**src/rtl/random_multi_pkg.sv**
```systemverilog
`default_nettype none
// ============================================================================
// Package  : random_pkg
// Brief    : Shared types and helpers for the multi-channel random server.
// Revision : 1.0 - initial release
// ============================================================================
package random_pkg;

    typedef enum logic [1:0] {
        IDLE   = 2'd0,
        SAMPLE = 2'd1,
        REDUCE = 2'd2,
        DONE   = 2'd3
    } state_t;

    // Right-shifting Galois masks for maximal-length sequences (bit k-1 set for term x^k).
    function automatic logic [31:0] tap_mask(input int width);
        case (width)
            8:       return 32'h0000_00B8;
            9:       return 32'h0000_0110;
            10:      return 32'h0000_0240;
            11:      return 32'h0000_0500;
            12:      return 32'h0000_0E08;
            13:      return 32'h0000_1C80;
            14:      return 32'h0000_3802;
            15:      return 32'h0000_6000;
            16:      return 32'h0000_B400;
            17:      return 32'h0001_2000;
            18:      return 32'h0002_0400;
            19:      return 32'h0007_2000;
            20:      return 32'h0009_0000;
            21:      return 32'h0014_0000;
            22:      return 32'h0030_0000;
            23:      return 32'h0042_0000;
            24:      return 32'h00E1_0000;
            25:      return 32'h0120_0000;
            26:      return 32'h0200_0023;
            27:      return 32'h0400_0013;
            28:      return 32'h0900_0000;
            29:      return 32'h1400_0000;
            30:      return 32'h2000_0029;
            31:      return 32'h4800_0000;
            32:      return 32'h8020_0003;
            default: return 32'h0000_0000;
        endcase
    endfunction

    function automatic int ch_idx_width(input int n_ch);
        return (n_ch <= 1) ? 1 : $clog2(n_ch);
    endfunction

endpackage
`default_nettype wire

```
**src/rtl/random_multi_lfsr_core.sv**
```systemverilog
`default_nettype none
// ============================================================================
// Module   : lfsr_core
// Brief    : Free-running Galois LFSR with key-press entropy mixing and zero guard.
// Revision : 1.0 - initial release
// ============================================================================
module lfsr_core
    import random_pkg::*;
#(
    parameter int                   LFSR_BITS = 16,
    parameter logic [LFSR_BITS-1:0] SEED      = 16'hACE1
) (
    input  logic                 clk,
    input  logic                 resetN,
    input  logic                 entropy_rise,
    output logic [LFSR_BITS-1:0] lfsr
);

    localparam logic [31:0]          c_TAP_FULL = tap_mask(LFSR_BITS);
    localparam logic [LFSR_BITS-1:0] c_TAP_MASK = c_TAP_FULL[LFSR_BITS-1:0];

    logic [LFSR_BITS-1:0] r_lfsr;
    logic [LFSR_BITS-1:0] r_cnt;
    logic                 r_entropy_d;
    logic [LFSR_BITS-1:0] w_step;
    logic [LFSR_BITS-1:0] w_mix;
    logic                 w_rise;

    always_comb begin
        w_step = r_lfsr[0] ? ((r_lfsr >> 1) ^ c_TAP_MASK) : (r_lfsr >> 1);
        w_rise = entropy_rise & ~r_entropy_d;
        w_mix  = w_rise ? (w_step ^ r_cnt) : w_step;
    end

    // An all-zero state would lock the register, so it is replaced by the seed.
    always_ff @(posedge clk or negedge resetN) begin
        if (!resetN) begin
            r_lfsr      <= SEED;
            r_cnt       <= '0;
            r_entropy_d <= 1'b0;
        end else begin
            r_lfsr      <= (w_mix == '0) ? SEED : w_mix;
            r_cnt       <= r_cnt + 1'b1;
            r_entropy_d <= entropy_rise;
        end
    end

    assign lfsr = r_lfsr;

endmodule
`default_nettype wire

```
**src/rtl/random_multi.sv**
```systemverilog
`default_nettype none
// ============================================================================
// Module   : random_multi
// Brief    : Round-robin multi-channel random-number server with range reduction.
// Revision : 1.0 - initial release
// ============================================================================
module random_multi
    import random_pkg::*;
#(
    parameter int                   LFSR_BITS = 16,
    parameter int                   OUT_BITS  = 11,
    parameter int                   N_CH      = 4,
    parameter int                   MIN_VAL   = 0,
    parameter int                   MAX_VAL   = 255,
    parameter logic [LFSR_BITS-1:0] SEED      = 16'hACE1
) (
    input  logic                     clk,
    input  logic                     resetN,
    input  logic                     entropy_rise,
    input  logic [N_CH-1:0]          req,
    output logic [N_CH-1:0]          valid,
    output logic [N_CH*OUT_BITS-1:0] dout,
    output logic                     busy
);

    localparam int c_CH_W    = ch_idx_width(N_CH);
    localparam int c_BIT_W   = (OUT_BITS > 1) ? $clog2(OUT_BITS) : 1;
    localparam int c_RANGE_I = MAX_VAL - MIN_VAL + 1;
    localparam int c_MID_I   = (MIN_VAL + MAX_VAL) / 2;
    localparam int c_LAST_I  = N_CH - 1;
    localparam int c_TOP_I   = OUT_BITS - 1;

    localparam logic [OUT_BITS:0]     c_RANGE   = c_RANGE_I[OUT_BITS:0];
    localparam logic [OUT_BITS-1:0]   c_MIN     = MIN_VAL[OUT_BITS-1:0];
    localparam logic [OUT_BITS-1:0]   c_MID     = c_MID_I[OUT_BITS-1:0];
    localparam logic [c_CH_W:0]       c_NCH     = N_CH[c_CH_W:0];
    localparam logic [c_CH_W-1:0]     c_LAST    = c_LAST_I[c_CH_W-1:0];
    localparam logic [c_BIT_W-1:0]    c_BIT_TOP = c_TOP_I[c_BIT_W-1:0];

    logic [LFSR_BITS-1:0]     w_lfsr;
    logic                     w_lfsr_unused;
    state_t                   r_state;
    logic [c_CH_W-1:0]        r_ch;
    logic [c_CH_W-1:0]        r_rr;
    logic [OUT_BITS-1:0]      r_work;
    logic [OUT_BITS-1:0]      r_rem;
    logic [c_BIT_W-1:0]       r_bit;
    logic [N_CH-1:0]          r_valid;
    logic [N_CH*OUT_BITS-1:0] r_dout;
    logic                     r_busy;

    logic                     w_grant_ok;
    logic [c_CH_W-1:0]        w_grant_ch;
    logic [c_CH_W:0]          w_idx;
    logic [OUT_BITS:0]        w_shift;
    logic [OUT_BITS:0]        w_sub;
    logic [OUT_BITS-1:0]      w_rem_next;
    logic [OUT_BITS-1:0]      w_result;
    logic [c_CH_W-1:0]        w_rr_next;

    lfsr_core #(
        .LFSR_BITS (LFSR_BITS),
        .SEED      (SEED)
    ) u_lfsr (
        .clk          (clk),
        .resetN       (resetN),
        .entropy_rise (entropy_rise),
        .lfsr         (w_lfsr)
    );

    assign w_lfsr_unused = ^w_lfsr;

    // Scan from the farthest offset down so the nearest requester at/after r_rr wins.
    always_comb begin
        w_grant_ok = 1'b0;
        w_grant_ch = '0;
        w_idx      = '0;
        for (int i = N_CH - 1; i >= 0; i--) begin
            w_idx = {1'b0, r_rr} + (c_CH_W + 1)'(i);
            if (w_idx >= c_NCH) begin
                w_idx = w_idx - c_NCH;
            end
            if (req[w_idx[c_CH_W-1:0]]) begin
                w_grant_ok = 1'b1;
                w_grant_ch = w_idx[c_CH_W-1:0];
            end
        end
    end

    always_comb begin
        w_shift    = {r_rem, r_work[r_bit]};
        w_sub      = w_shift - c_RANGE;
        w_rem_next = (w_shift >= c_RANGE) ? w_sub[OUT_BITS-1:0] : w_shift[OUT_BITS-1:0];
        w_result   = c_MIN + r_rem;
        w_rr_next  = (r_ch == c_LAST) ? '0 : r_ch + 1'b1;
    end

    always_ff @(posedge clk or negedge resetN) begin
        if (!resetN) begin
            r_state <= IDLE;
            r_ch    <= '0;
            r_rr    <= '0;
            r_work  <= '0;
            r_rem   <= '0;
            r_bit   <= '0;
            r_valid <= '0;
            r_dout  <= {N_CH{c_MID}};
            r_busy  <= 1'b0;
        end else begin
            r_valid <= '0;
            case (r_state)
                IDLE: begin
                    if (w_grant_ok) begin
                        r_ch    <= w_grant_ch;
                        r_busy  <= 1'b1;
                        r_state <= SAMPLE;
                    end
                end
                SAMPLE: begin
                    r_work  <= w_lfsr[OUT_BITS-1:0];
                    r_rem   <= '0;
                    r_bit   <= c_BIT_TOP;
                    r_state <= REDUCE;
                end
                REDUCE: begin
                    r_rem <= w_rem_next;
                    if (r_bit == '0) begin
                        r_state <= DONE;
                    end else begin
                        r_bit <= r_bit - 1'b1;
                    end
                end
                DONE: begin
                    r_dout[r_ch*OUT_BITS +: OUT_BITS] <= w_result;
                    r_valid[r_ch] <= 1'b1;
                    r_rr          <= w_rr_next;
                    r_busy        <= 1'b0;
                    r_state       <= IDLE;
                end
                default: r_state <= IDLE;
            endcase
        end
    end

    assign valid = r_valid;
    assign dout  = r_dout;
    assign busy  = r_busy;

endmodule
`default_nettype wire
```
**config.mk**
```make
export PLATFORM = sky130hd
export DESIGN_NAME = random_multi
export DESIGN_NICKNAME = d
export VERILOG_FILES = /design/src/rtl/random_multi_pkg.sv /design/src/rtl/random_multi_lfsr_core.sv /design/src/rtl/random_multi.sv
export SDC_FILE = /design/constraint.sdc
export NUM_CORES = 1
export LEC_CHECK = 0
export ABC_AREA = 0
export BUFFER_PORTS_ARGS = -buffer_cell sky130_fd_sc_hd__buf_2
export CAP_MARGIN = 20
export CORE_ASPECT_RATIO = 2
export CORE_UTILIZATION = 40
export DETAILED_ROUTE_END_ITERATION = 7
export GPL_TIMING_DRIVEN = 0
export PLACE_DENSITY = 0.7
export RECOVER_POWER = 100
export SYNTH_ARGS = -nofsm -noshare
export SYNTH_HDL_FRONTEND = slang
export SYNTH_SLANG_ARGS = --single-unit
export TNS_END_PERCENT = 5
```
**constraint.sdc**
```tcl
create_clock -name clk -period 2.45 [get_ports clk]
set_input_delay 0.3675 -clock clk [delete_from_list [all_inputs] [get_ports clk]]
set_output_delay 0.3675 -clock clk [all_outputs]
set_load 0.05 [all_outputs]
```
After elaboration in Yosys (flattened, before gate mapping) --
Cells that the tools add are included.
Operators by class: add/sub/neg operators 12, multiply operators 1, order comparisons 12, eq/ne operators 7, shift-type cells 2, multiplexer cells 39, bitwise operators 4, reduce and logical (&&, ||, !) cells 10
Operator list (count):
- $mux 16 | 3
- $bwmux 44 | 1
- $shift 11x34->44 const A | 1
- $shiftx 11x34->44 | 1
- $neg 6->34 | 1
- $mux 2 | 11
- $pmux 11 s2 | 1
- $add 16x1->16 const B | 1
- $logic_not 16->1 | 1
- $xor 16x16->16 | 1
- $lt 2x3->1 const B | 5
- $ge 12x9->1 const B | 1
- $mux 1 | 11
- $mux 11 | 1
- $sub 11x9->11 const B | 1
- $ge 3x3->1 const B | 3
- $bmux 1 s2 | 4
- $mux 4 | 2
- $pmux 2 s4 | 1
- $pmux 4 s2 | 1
- $reduce_and 2->1 | 4
- $sub 2x1->2 const B | 4
- $add 2x2->3 const B | 2
- $eq 2x2->1 const B | 3
- 19 further kinds | 22
Word-level totals: bits in registers 114, output and inout bits 49, word-level logic and storage cells 99

Depth between registers and ports, before layout --
Gate-level depths: netlist (run 1).
word-level depth 11, depth in mapped cells 8, gate-level depth less buffers 7

Modules after synthesis --
A second synthesis (run 1) with hierarchy kept.
Unflattened totals: cells, all modules 460, area, all modules 5431.5 um^2
By module, submodules not included:
- random_multi | times used 1, cells an instance 285, area each 3631.0 um^2, seq. area each 2062.0 um^2
- lfsr_core | times used 1, cells an instance 175, area each 1800.5 um^2, seq. area each 835.8 um^2

Worst setup path before layout (run 1) --
OpenSTA, ideal clock, no wires.
path kind flip-flop to flip-flop, start point register u_lfsr.r_lfsr[0], in the netlist u_lfsr.lfsr[0], end point register u_lfsr.r_lfsr[0], in the netlist u_lfsr.lfsr[0], library setup time 0.080 ns, arrival time 1.800 ns, slack 0.570 ns, cell stages (with the launch flop) 7, cells stage by stage dfstp_2 buf_4 xnor2_1 or4b_1 o22ai_1 o2111ai_1 o21ai_0
Between the ends: longest elaborated chain between the ends 5
Ends and longest elaborated chain:
- start: declaration | line random_multi_lfsr_core.sv:22 | logic [LFSR_BITS-1:0] r_lfsr;
- start signal: assignment | line random_multi_lfsr_core.sv:42 | r_lfsr <= (w_mix == '0) ? SEED : w_mix;
- $mux 16 (*) | line random_multi_lfsr_core.sv:30 | w_step = r_lfsr[0] ? ((r_lfsr >> 1) ^ c_TAP_MASK) : (r_lfsr >> 1);
- $xor 16x16->16 | line random_multi_lfsr_core.sv:32 | w_mix = w_rise ? (w_step ^ r_cnt) : w_step;
- $mux 16 (*) | line random_multi_lfsr_core.sv:32
- $logic_not 16->1 (*) | line random_multi_lfsr_core.sv:42
- $mux 16 (*) | line random_multi_lfsr_core.sv:42
Mark *: on every way between the ends. The rest lies on a longest branch, timed or not. A chain may end at the register's enable or synchronous reset.

Final worst setup path (run 1) --
start point register u_lfsr.r_lfsr[0], in the netlist u_lfsr.lfsr[0], end point register u_lfsr.r_lfsr[15], in the netlist u_lfsr.lfsr[15]
Between the ends: longest elaborated chain between the ends 5
Ends and longest elaborated chain (line):
- $mux 16 (*) | random_multi_lfsr_core.sv:30
- $xor 16x16->16 | random_multi_lfsr_core.sv:32
- $mux 16 (*) | random_multi_lfsr_core.sv:32
- $logic_not 16->1 | random_multi_lfsr_core.sv:42
- $mux 16 (*) | random_multi_lfsr_core.sv:42
Marked as above.

==> results of run 1 <==
worst register-to-register path, cell delays in order, from the launching register on:
cell	delay [ns]
dfstp_2	0.51
buf_4	0.16
xnor2_1	0.19
or4b_1	0.50
o22ai_1	0.14
o2111ai_1	0.37
o21ai_0	0.30
power groups by stage:
stage	clock network, mW	logic [mW]	registers (mW)
3_3_place_gp	0	1.73	2.67
5_1_grt	2.73	1.98	2.72
3_5_place_dp	0	1.78	2.69
2_1_floorplan	0	1.28	2.71
6_report	2.60	1.77	2.66
4_1_cts	2.65	1.82	2.66
logic make-up (layout without fill, tap and decap cells):
group / count (synthesis) / in the layout / share of synthesized area [%]
and+or+nand+nor: 120 / 120 / 12.4
DFF: 114 / 114 / 55.7
AOI/OAI and AO/OA: 99 / 99 / 14.1
buffers and inverters: 45 / 134 / 3.37
xor gates and xnor gates: 41 / 41 / 6.90
adders and majority gates: 17 / 17 / 4.09
muxes: 15 / 15 / 3.46
placed cells by master (no fill, tap or decap), types with 17 or more instances in the layout:
master | synthesis | final
clkbuf_16 | 0 | 17
nand3_1 | 19 | 19
dfrtp_1 | 78 | 78
nor2_1 | 22 | 22
clkbuf_1 | 19 | 71
xnor2_1 | 30 | 30
ha_1 | 17 | 17
a22o_1 | 44 | 44
inv_1 | 22 | 22
nand2_1 | 29 | 29
o21ai_0 | 23 | 23
dfstp_2 | 36 | 36
worst min-delay path by stage:
stage / startpoint / to / depth (start not counted)
after global routing: entropy_rise / u_lfsr.r_entropy_d / 1
after global placement: u_lfsr.r_cnt[10] / u_lfsr.r_cnt[10] / 1
after floorplan: resetN / busy / 0
after detailed placement: resetN / valid[1] / 1
final: entropy_rise / u_lfsr.r_entropy_d / 1
after CTS: entropy_rise / u_lfsr.r_entropy_d / 1
final cells by class:
cell class	count	area [um^2]	share of cell area, %
timing repair buffer	57	250	3.99
buffer	23	91.3	1.46
inverter	22	82.6	1.32
clock inverter	15	205	3.27
sequential	114	2900	46.2
multi-input combinational	292	2130	34.0
clock buffer	17	425	6.79
tap	150	188	2.99
layer usage:
layer	vias to the layer above	global-route usage, %	wire, um
met4	0	10.1	346
met1	1897	18.1	4140
li1	1771	-	-
met5	-	0	0
met3	23	3.52	367
met2	103	34.0	6440
flip-flops by register name, indices dropped and copies added (netlist names):
name                count
r_rr                    2
r_bit                   4
r_ch                    2
r_work                 11
u_lfsr.r_cnt           16
u_lfsr.r_entropy_d      1
u_lfsr.lfsr            16
valid                   4
dout                   44
r_rem                  11
r_state                 2
busy                    1
timing repair:
| item | 4_1_cts | 5_1_grt |
|---|---|---|
| endpoints found under the hold margin | 35 | 0 |
| hold buffers | 1 | 0 |
| buffers inserted | 0 | 0 |
through the flow:
step	total power, mW	cell area [um^2]	setup WS (ns)	hold WS [ns]
global route	7.43	6270	0.000697	0.221
finish	7.02	6270	0.194	0.211
global placement	4.39	5670	-0.223	0.474
detailed placement	4.47	5700	0.172	0.371
floorplan	3.99	5200	0.570	0.0719
CTS	7.13	6340	0.186	0.133
==> impl_results.md, run 1 <==
- Outcome: finished, final reports clean
- Async SR Flop Fraction: 100%
- FP Rows: 58
- Critical Path Source Type: register
- Total track usage: 18.3%
- Post-synth top area share: 37.5%
- Crit path max fanout: 8
- Most common cell in the netlist: dfrtp_1
- Antenna violations before repair: 0
- DRC errors left: 0
- Worst endpoint data arrival time: 2.58 ns
- Slowest stage cell, crit path: dfstp_2
- Min-Delay Path Class: in -> reg
- Syn Nets: 475
- Crit path max-delay family: compound AO/OA/AOI/OAI gates
- CP Data Required Time: 2.77 ns
- Setup TNS: 0 ns
- Core area: 0.0126 mm^2
- CTS Buf Count: 17
- Via/cell ratio: 5.50
- Main synth FF type: dfrtp_1
- Reg2Reg Depth: 6
- Initial Utilization: 41.2%
- Syn Area/Cell: 11.5 um^2
- HPWL Detailed: 8070 um
- Largest net degree at the start of global routing: 78
- Utilization after layout: 49.6%
- Combinational share of power: 25.2%
- Yosys reg bits: 114
- Worst-margin pin slew: 1.00 ns
- Minimum clock period: 2.26 ns
- NetSw: 2.27 mW
- Post-Syn Instances: 451
- DIE AREA: 0.0135 mm^2
- Routed len/inst: 16.4 um
- Crit path cell chain: buf_4 -> xnor2_1 -> or4b_1 -> o22ai_1 -> o2111ai_1 -> o21ai_0
- Maximum Capacitance Violations: 0
- Critical path type: reg -> reg
- DIE HEIGHT: 163 um
- Synth warn: 0
- CTS tree: done
- Reg2reg start: u_lfsr.lfsr[0]
- CTS Buffer Depth: 2
- Die Width: 82.7 um
- PortBufs: 55
- Vias in the first global route: 3,868
- CTS Sinks: 114
- Fin nets: 551
- RSZ-0062 raised after global routing: false
- Sequential Power Share: 37.8%
- Maximum clock rate: 443 MHz
- I/O pin count: 56
- Drt total wl: 11,300 um
- Gpl congestion: 0.880
- Pwr per Cell Area: 1120 mW/mm^2
- Vias: 3,794
- First-pass GRT wire length: 18,500 um
- Relative slew margins: 33.0%
- Critical path startpoint: u_lfsr.lfsr[0]
- Filler cells: 1,159
- Clk root buf: clkbuf_16
- Worst R2R End: u_lfsr.lfsr[15]
- Max rail drop VDD: 0.638 mV
- H-Tree Depth: 4
- Hold Fails Final Rpt: 0
- Crit path to: u_lfsr.lfsr[15]
- Synth-to-layout area growth: 20.4%
- Clk pwr share: 37.0%
- Synth top area cells: dfrtp_1 38%, dfstp_2 18%, a22o_1 7.4%
- Share of layout cells above drive strength 1: 16.5%
- Clk slew on worst S/H paths: 0.06 ns
- Sequential fraction of the synthesis area: 55.7%
- Post-synth top area cell: dfrtp_1
- Gr ovfl total: 0
- Mapped cell area: 0.00520 mm^2
- Critical Path Stages: 6
- Yosys cell types: 51
- Clk_skew: 0.00725 ns
- Slowest stage delay, CP: 0.51 ns
- Antenna diodes: 0
- Post-Place Cells: 657
- Reg-to-reg slack, setup: 0.19 ns
- Final Non-Filler Cells: 690
- Setup Viol. Count Final: 0
- Switching fraction of total power: 32.3%
- Internal: 4.76 mW
- Post-synth top cells: 78 x dfrtp_1, 44 x a22o_1, 36 x dfstp_2
- Post-cts repair resize count: 0
- Initial DRC Count: 185
- Buf+Inv Stages, Crit Path: 1
- Period Utilization, post-route: 92.1%
- Antenna viol nets, final: 0
- Count of pins over their slew limit: 0
- CP Capture Type: register
- Post-synth EDFFs: 0
- Worst-Skew Late Latency: 0.41 ns
- Leak: 2.63 nW
- Drt pass-1 iters: 4
(Power assumes the default switching activity.)
==> run 2: changes to the inputs <==
==> constraint.sdc (replaced) <==
create_clock -name clk -period 2.45 [get_ports clk]
set_input_delay 0.1225 -clock clk [delete_from_list [all_inputs] [get_ports clk]]
set_output_delay 0.1225 -clock clk [all_outputs]
set_load 0.05 [all_outputs]
==> run 2 against run 1 <==
  * Routed wire length up 0.25%
  * Combinational power about the same
  * Clock skew up 0.0037 ns
  * Count of clock-buffer cells in the layout unchanged
  * Maximum frequency up 0.10%
  * Cell count up 0.14%
  * Setup slack better by 0.0023 ns
  * Sequential power about the same
  * Clock power about the same
  * Flip-flop and latch count unchanged
  * Highest routed layer unchanged
  * Die area unchanged
  * First-iteration DRC count down 6.5%
==> impl_results.md, run 2 (synthesis gave the netlist of run 1 again) <==
- Crit path max fanout: 8
- Gpl congestion: 0.880
- Post-CTS Setup Inserts: 0
- Critical Path Source Type: register
- Routed len/inst: 16.4 um
- DIE AREA: 0.0135 mm^2
- Antenna viol nets, final: 0
- Synth-to-layout area growth: 20.2%
- Antenna diodes: 0
- Setup Viol. Count Final: 0
- Reg2Reg Depth: 6
- Reg2reg start: u_lfsr.lfsr[0]
- CP Capture Type: register
- CTS Buffer Depth: 2
- Pwr per Cell Area: 1120 mW/mm^2
- Core area: 0.0126 mm^2
- Hold Fails Final Rpt: 0
- DIE HEIGHT: 163 um
- DRC errors left: 0
- Drt total wl: 11,300 um
- CTS Buf Count: 17
- Period Utilization, post-route: 92.0%
- Minimum clock period: 2.25 ns
- CTS Sinks: 114
- Maximum clock rate: 444 MHz
- Fin nets: 552
- First-pass GRT wire length: 18,500 um
- Gr ovfl total: 0
- FP Rows: 58
- Relative slew margins: 32.7%
- Worst endpoint data arrival time: 2.58 ns
- Reg-to-reg slack, setup: 0.20 ns
- Die Width: 82.7 um
- Max rail drop VDD: 0.637 mV
- Critical path type: reg -> reg
- Outcome: finished, final reports clean
- Number of flip-flops under the largest register name: 44
- Initial DRC Count: 173
- Clk_skew: 0.0110 ns
- PortBufs: 55
- Post-cts repair resize count: 0
- Vias in the first global route: 3,862
- Maximum Capacitance Violations: 0
- Setup ws final: 0.197 ns
- Worst-margin pin slew: 1.01 ns
- Share of layout cells above drive strength 1: 16.5%
- Place WS: 0.231 ns
- Antenna violations before repair: 0
- Initial Utilization: 41.2%
- Leak: 2.62 nW
- Vias: 3,781
- H-Tree Depth: 4
- Worst-Skew Late Latency: 0.41 ns
- RSZ-0062 raised after global routing: false
- Min-Delay Path Class: in -> reg
- CP Data Required Time: 2.77 ns
- Commonest cells after routing, fill and taps aside: 78 x dfrtp_1, 71 x clkbuf_1, 44 x a22o_1
- I/O pin count: 56
- Critical path startpoint: u_lfsr.lfsr[0]
- Crit path to: u_lfsr.lfsr[15]
- Count of pins over their slew limit: 0
- Largest net degree at the start of global routing: 78
- Clk slew on worst S/H paths: 0.05 ns
- Total track usage: 18.3%
- Drt pass-1 iters: 5
- Setup TNS: 0 ns
- Worst R2R End: u_lfsr.lfsr[15]
- HPWL Detailed: 8070 um
- Commonest non-fill, non-tap cell in the layout: dfrtp_1
- Total power: 7.03 mW
- Via/cell ratio: 5.47
- Clk root buf: clkbuf_16
- CTS tree: done
run 2: cell count changes in the layout (fill, tap and decap cells not counted), sizes merged:
cell / delta
clkbuf: +1
buf: -1
dlygate4sd3: +1
run 2: area by class of cell:
type,count,area (um^2)
clock inverter,15,205
timing repair buffer,58,240
inverter,22,82.6
clock buffer,17,425
tap,150,188
multi-input combinational,292,2130
fill,1160,6370
buffer,23,91.3
sequential,114,2900
run 2: power by group:
part	leakage, nW	internal (mW)	switching [mW]
clock network	0.300	1.71	0.896
logic	0.943	0.733	1.03
registers	1.38	2.31	0.347
total	2.62	4.75	2.27
run 2: through the flow:
step | util, % | area (um^2) | hold WS (ns) | cells
finish | 49.6 | 6260 | 0.0732 | 691
global route | 49.6 | 6260 | 0.0890 | 691
CTS | 50.3 | 6350 | 0.0645 | 691
detailed placement | 45.1 | 5700 | 0.126 | 657
global placement | 44.9 | 5670 | 0.334 | 656
floorplan | - | 5200 | -0.173 | 451
run 2: routing by layer:
layer,GRT usage [%],part of all wire [%],up-vias
met2,33.9,58,87
met3,3.52,3.1,23
met1,18.1,36,1897
met5,0,0,-
met4,10.1,2.8,0
li1,-,-,1774
run 2: what timing repair did:
item | CTS | global route
hold buffers | 2 | 0
endpoints found under the setup margin | 0 | 0
hold endpoints to repair | 36 | 0
run 2: worst max-delay path, cell delays in order (launching register included):
cell and delay (ns):
dfstp_2 0.51, buf_4 0.16, xnor2_1 0.19, or4b_1 0.50
o22ai_1 0.14, o2111ai_1 0.37, o21ai_0 0.30
run 2: how the worst min path moves through the flow:
stage	start	slack, ns	cells past startpoint	to
after floorplan	resetN	-0.17	0	busy
final	req[1]	0.07	3	r_ch[0]
after global placement	entropy_rise	0.33	1	u_lfsr.r_entropy_d
after CTS	req[1]	0.06	3	r_ch[0]
after global routing	req[1]	0.09	3	r_ch[0]
after detailed placement	resetN	0.13	1	valid[1]
